$ cat config.mk
export PLATFORM = sky130hd
export DESIGN_NAME = stage_rounds
export DESIGN_NICKNAME = d
export VERILOG_FILES = /design/src/rtl/stage_rounds.sv
export SDC_FILE = /design/constraint.sdc
export NUM_CORES = 1
export LEC_CHECK = 0
export CAP_MARGIN = 20
export CELL_PAD_IN_SITES_DETAIL_PLACEMENT = 2
export CELL_PAD_IN_SITES_GLOBAL_PLACEMENT = 2
export CORE_UTILIZATION = 35
export CTS_BUF_LIST = sky130_fd_sc_hd__clkbuf_2
export DETAILED_ROUTE_END_ITERATION = 10
export PLACE_DENSITY_LB_ADDON = 0.1
export SETUP_SLACK_MARGIN = 0.3
export SKIP_CTS_REPAIR_TIMING = 1
export SYNTH_ARGS = -nofsm -noshare
export SYNTH_HDL_FRONTEND = slang
export SYNTH_SLANG_ARGS = --single-unit
export TNS_END_PERCENT = 30
$ cat constraint.sdc
create_clock -name clk1 -period 4.5 [get_ports clk1]
set_input_delay 0.9 -clock clk1 [delete_from_list [all_inputs] [get_ports clk1]]
set_output_delay 0.9 -clock clk1 [all_outputs]
set_load 0.1 [all_outputs]
$ cat src/rtl/stage_rounds.sv
// ============================================================================
//  Module   : stage_rounds
//  Purpose  : Multi-round shift/add cipher stage. A WIDTH-bit word is loaded
//             and each start runs ROUNDS rounds of
//                 work <= (work << amt) + ADD_CONST
//             where amt = key_lat[KEY_W-1:2] + round, taken mod WIDTH.
//             The result goes to stg_out with a one-cycle done pulse.
//             The work register keeps the result, so back-to-back starts
//             chain runs.
//  Options  : define STAGE_ROTATE_EN to rotate left instead of shifting left
//             with zero fill. Timing and handshake are the same either way.
//  Revision : 1.0  initial multi-round release
// ============================================================================
`default_nettype none

module stage_rounds #(
    parameter int WIDTH     = 16,  // data width, power of two, >= 8
    parameter int ROUNDS    = 4,   // rounds per start, 1..255
    parameter int KEY_W     = 5,   // key width, >= 3
    parameter int ADD_CONST = 3    // per-round additive constant
) (
    input  logic             clk1,
    input  logic             rst,         // synchronous, active low
    input  logic [KEY_W-1:0] key_bits,
    input  logic [WIDTH-1:0] input_data,
    input  logic             ld,
    input  logic             start,
    output logic             busy,
    output logic             done,
    output logic [WIDTH-1:0] stg_out
);

    // ------------------------------------------------------------------------
    // Derived sizes
    // ------------------------------------------------------------------------
    localparam int AMT_W  = $clog2(WIDTH);   // shift amount wraps mod WIDTH
    localparam int BASE_W = KEY_W - 2;       // key field that forms the base shift
    localparam int CTR_W  = 8;               // holds round indices up to 254

    // The sum is built wide enough that no operand is truncated before the
    // final mod-WIDTH reduction.
    localparam int MAX_AB = (BASE_W > CTR_W) ? BASE_W : CTR_W;
    localparam int SUM_W  = ((MAX_AB > AMT_W) ? MAX_AB : AMT_W) + 1;

    localparam logic [CTR_W-1:0] LAST_ROUND = CTR_W'(ROUNDS - 1);
    localparam logic [WIDTH-1:0] ADD_VAL    = WIDTH'(ADD_CONST);

    // ------------------------------------------------------------------------
    // State
    // ------------------------------------------------------------------------
    typedef enum logic [1:0] {
        S_IDLE   = 2'd0,
        S_LOADED = 2'd1,
        S_RUN    = 2'd2,
        S_DONE   = 2'd3
    } state_t;

    state_t              state;
    logic [WIDTH-1:0]    work;
    logic [CTR_W-1:0]    round_ctr;
    logic [BASE_W-1:0]   key_lat;

    // The two low key bits take no part in the shift amount.
    logic                unused_key_low;
    assign unused_key_low = ^key_bits[1:0];

    // ------------------------------------------------------------------------
    // Round datapath
    // ------------------------------------------------------------------------
    logic [SUM_W-1:0]    amt_sum;
    logic [AMT_W-1:0]    amt;
    logic [WIDTH-1:0]    moved;
    logic [WIDTH-1:0]    round_result;

    // Shift amount for the current round: base from the latched key plus the
    // round index, wrapped to the data width.
    always_comb begin
        amt_sum = SUM_W'(key_lat) + SUM_W'(round_ctr);
        amt     = amt_sum[AMT_W-1:0];
    end

`ifdef STAGE_ROTATE_EN
    logic [2*WIDTH-1:0]  rot_dbl;

    // Rotate left: shifting a doubled copy brings the bits that leave the top
    // back in at the bottom of the upper half.
    always_comb begin
        rot_dbl = {work, work} << amt;
        moved   = rot_dbl[2*WIDTH-1:WIDTH];
    end
`else
    // Logical shift left with zero fill.
    always_comb begin
        moved = work << amt;
    end
`endif

    // Add the round constant; the carry out of the top bit is discarded.
    always_comb begin
        round_result = moved + ADD_VAL;
    end

    // ------------------------------------------------------------------------
    // Control FSM with registered busy/done/stg_out
    // ------------------------------------------------------------------------
    // One round per edge while running. ld has priority over start, and both
    // are ignored in RUN. A reset during RUN abandons the run without a done.
    always_ff @(posedge clk1) begin
        if (!rst) begin
            state     <= S_IDLE;
            work      <= '0;
            round_ctr <= '0;
            key_lat   <= '0;
            busy      <= 1'b0;
            done      <= 1'b0;
            stg_out   <= '0;
        end else begin
            done <= 1'b0;
            case (state)
                S_IDLE: begin
                    if (ld) begin
                        work  <= input_data;
                        state <= S_LOADED;
                    end
                end

                S_LOADED, S_DONE: begin
                    if (ld) begin
                        work  <= input_data;
                        state <= S_LOADED;
                    end else if (start) begin
                        key_lat   <= key_bits[KEY_W-1:2];
                        round_ctr <= '0;
                        busy      <= 1'b1;
                        state     <= S_RUN;
                    end
                end

                S_RUN: begin
                    work <= round_result;
                    if (round_ctr == LAST_ROUND) begin
                        stg_out <= round_result;
                        done    <= 1'b1;
                        busy    <= 1'b0;
                        state   <= S_DONE;
                    end else begin
                        round_ctr <= round_ctr + CTR_W'(1);
                    end
                end

                default: begin
                    busy  <= 1'b0;
                    state <= S_IDLE;
                end
            endcase
        end
    end

endmodule

`default_nettype wire
==> impl_metrics.yaml <==
status:
  status: "finished, final reports clean"
clock_network:
  cts_sinks: 47
  clkSlewWorstSetupHoldPaths_ps: 290
  cts-root-buf: "clkbuf_2"
  htreeDepth: 2
  cts_buffer_depth: 2
  clock_latency_ps: 460
  numCtsBuffers: 5
  tritoncts: "built"
detailed_routing:
  vias: 3152
  totalWireLength_mm: 10.84
  drt-initial-drc-count: 141
  drc: 0
  wl_per_cell_microns: 19.81
  viasPerCell: 5.762
  first_pass_iters: 4
  postRouteAntennaNets: 0
final_layout:
  layout_common_cells: "dfxtp_1, nand2_1, clkdlybuf4s50_1, nor2_1, a21oi_1"
  layout_commonest_cell: "dfxtp_1"
  nNetsFinal: 448
  area_growth_pct: 17.05
  final_layout_size_suffix_gt1_share_pct: 15.31
  num_antenna_cells: 0
  nFillCells: 1044
die:
  die_y_microns: 100.3
  pin_count: 43
  coreArea_sq_mm: 0.009284
  die_w_microns: 100.3
  initial_core_util_pct: 36.44
  num_rows: 35
  die_area_sq_mm: 0.01006
critical_path:
  cp-start-kind: "flop"
  worstPathArrival_ps: 4110
  cp_max_fo: 5
  worst-setup-path-type: "flop to flop"
  cp-end-kind: "flop"
  required_ps: 4870
  reg2reg_depth: 13
yosys:
  syn_inst: 384
  ys_seq_area_share_pct: 27.81
  ys_warn_count: 0
  synthArstFlopShare_pct: 0
  ys_seq_elements: 47
  netlist_area_sq_mm: 0.003383
  syn_area_per_cell_sq_um: 8.811
  ys.flop_type: "dfxtp_1"
  synth_nets: 415
  yosysUniqueCellTypes: 65
  synth_edf_count: 0
place:
  portBuffers: 40
  place_ws_ps: 844.0
  hpwlAfterDp_mm: 8.406
  place_congestion: 0.8152
power:
  powerDensity_mw_per_mm2: 237.6
  p_sw_uw: 307.7
  pwr-share-clk_pct: 27.9
  p_comb_share_pct: 23.7
  p_leak_uw: 0.001419
  switching_share_pct: 32.70
  seq_power_share_pct: 48.4
  p_int_uw: 633.2
  max-vdd-ir-drop_uv: 110.9
sta:
  timing.final.crit_share_pct: 83.05
  grt_setup_unrepaired: "no"
  drv_slew: 0
  fmax_mhz: 267.6
  layout_min_cycle_time_ps: 3737
  finalHoldViolations: 0
  timing.slew.headroom_pct: 33.17
  setup_viol: 0
  tns_ps: 0
  setup_ws_ps: 762.9
  skew_ps: 21.35
  tightest_slew_ps: 999.3
global_route:
  grt_start_max_net_pins: 29
  antenna_found_initial: 0
  grt_pass1_wl_mm: 17.93
  grt-ovfl-total: 0
  grt_pass1_vias: 3331
  track_usage_pct: 23.01
hold_path:
  hold_depth: 2
  hp-class: "flop to flop"
job:
  maxCapViolations: 0
-- layer usage --
layer  global-route usage (%)  routed length (microns)
met3                    2.577                      328
met2                    42.78                     5691
met5                        0                        0
met1                    28.28                     4611
met4                    5.351                      206
-- area by class of cell --
type                            count  area, sq um  area share [%]
Clock buffer                        5        25.02          0.6319
Inverter                            6        22.52          0.5687
Multi-Input combinational cell    306         2280           57.57
Sequential cell                    47        940.9           23.76
Clock inverter                      3        47.55           1.201
Timing Repair Buffer               51        483.0           12.20
Tap cell                          129        161.4           4.076
-- synth_stat cells (all sizes together) (2+ instances only) --
master	number	share of area [%]
a311oi	3	0.78
nand3b	4	0.89
nand3	10	1.5
or4b	2	0.70
o211ai	5	1.1
nand2	41	4.5
xnor2	6	1.8
and3	9	1.7
o21ai	20	3.0
or3	4	0.89
nor2	34	4.0
buf	12	2.7
a21o	2	0.44
mux2i	19	5.7
dfxtp	47	28
mux4	15	10
nand2b	2	0.37
o22ai	3	0.55
clkbuf	13	1.4
xor2	10	2.6
a22oi	6	1.5
ha	5	1.8
mux2	7	2.3
and2	8	1.5
nor3	9	2.0
a211oi	20	5.0
nor2b	8	1.5
a31oi	2	0.55
inv	6	0.67
nor4	8	1.8
a31o	2	0.52
a21oi	28	4.3
-- cell families (layout without fill, tap and decap cells) --
logic type / Yosys count / in the layout / synth area share (%)
buffers and inverters: 31 / 65 / 4.808
XOR/XNOR: 16 / 16 / 4.364
flip-flops: 47 / 47 / 27.81
AND/OR/NAND/NOR: 146 / 146 / 23.23
AO/OA/AOI/OAI: 97 / 97 / 19.31
multiplexers: 41 / 41 / 18.05
adder cells (fa/ha/maj): 6 / 6 / 2.441
-- critical path: stages (launching register included) --
cell      delay [ps]
dfxtp_1          420
ha_1             270
fa_1             500
xor2_1           200
o22ai_1          260
or2_2            210
nand2_1          100
ha_1             240
nor2b_1          110
o211ai_1         170
nor4_1           510
and2_1           220
nand4_1          130
a311oi_1         300
-- power by group through the flow --
stage	registers, uW	clock network (uW)	logic [uW]
after floorplan	455	0	160
after detailed placement	462	0	224
after global routing	459	287	244
after CTS	456	272	226
after global placement	461	0	217
final	455	262	223
-- worst paths after layout --
| check | startpoint | slack, ps | to |
|---|---|---|---|
| worst max register to register | round_ctr[0] | 760 | work[14] |
| worst min register to register | busy | 480 | busy |
| worst min-delay path | busy | 480 | busy |
| worst max-delay path | round_ctr[0] | 760 | work[14] |
-- stage by stage --
step | total power, uW | util (%) | area (sq um) | cells | hold slack, ps
3_3_place_gp | 678.0 | 41.87 | 3887 | 539 | 444.6
5_1_grt | 989.2 | 42.66 | 3960 | 547 | 497.9
3_5_place_dp | 686.3 | 41.87 | 3887 | 539 | 454.6
4_1_cts | 953.1 | 42.66 | 3960 | 547 | 482.9
6_report | 940.9 | 42.66 | 3960 | 547 | 476.9
2_1_floorplan | 614.9 | - | 3383 | 384 | 453.4
-- flip-flops by register name, summed over array words and instances, names as in the netlist, named ones only --
| register | count |
|---|---|
| work | 16 |
| key_lat | 3 |
| busy | 1 |
| stg_out | 16 |
| state | 1 |
| done | 1 |
| round_ctr | 8 |
Note: power is estimated with default switching activity, not from simulation.
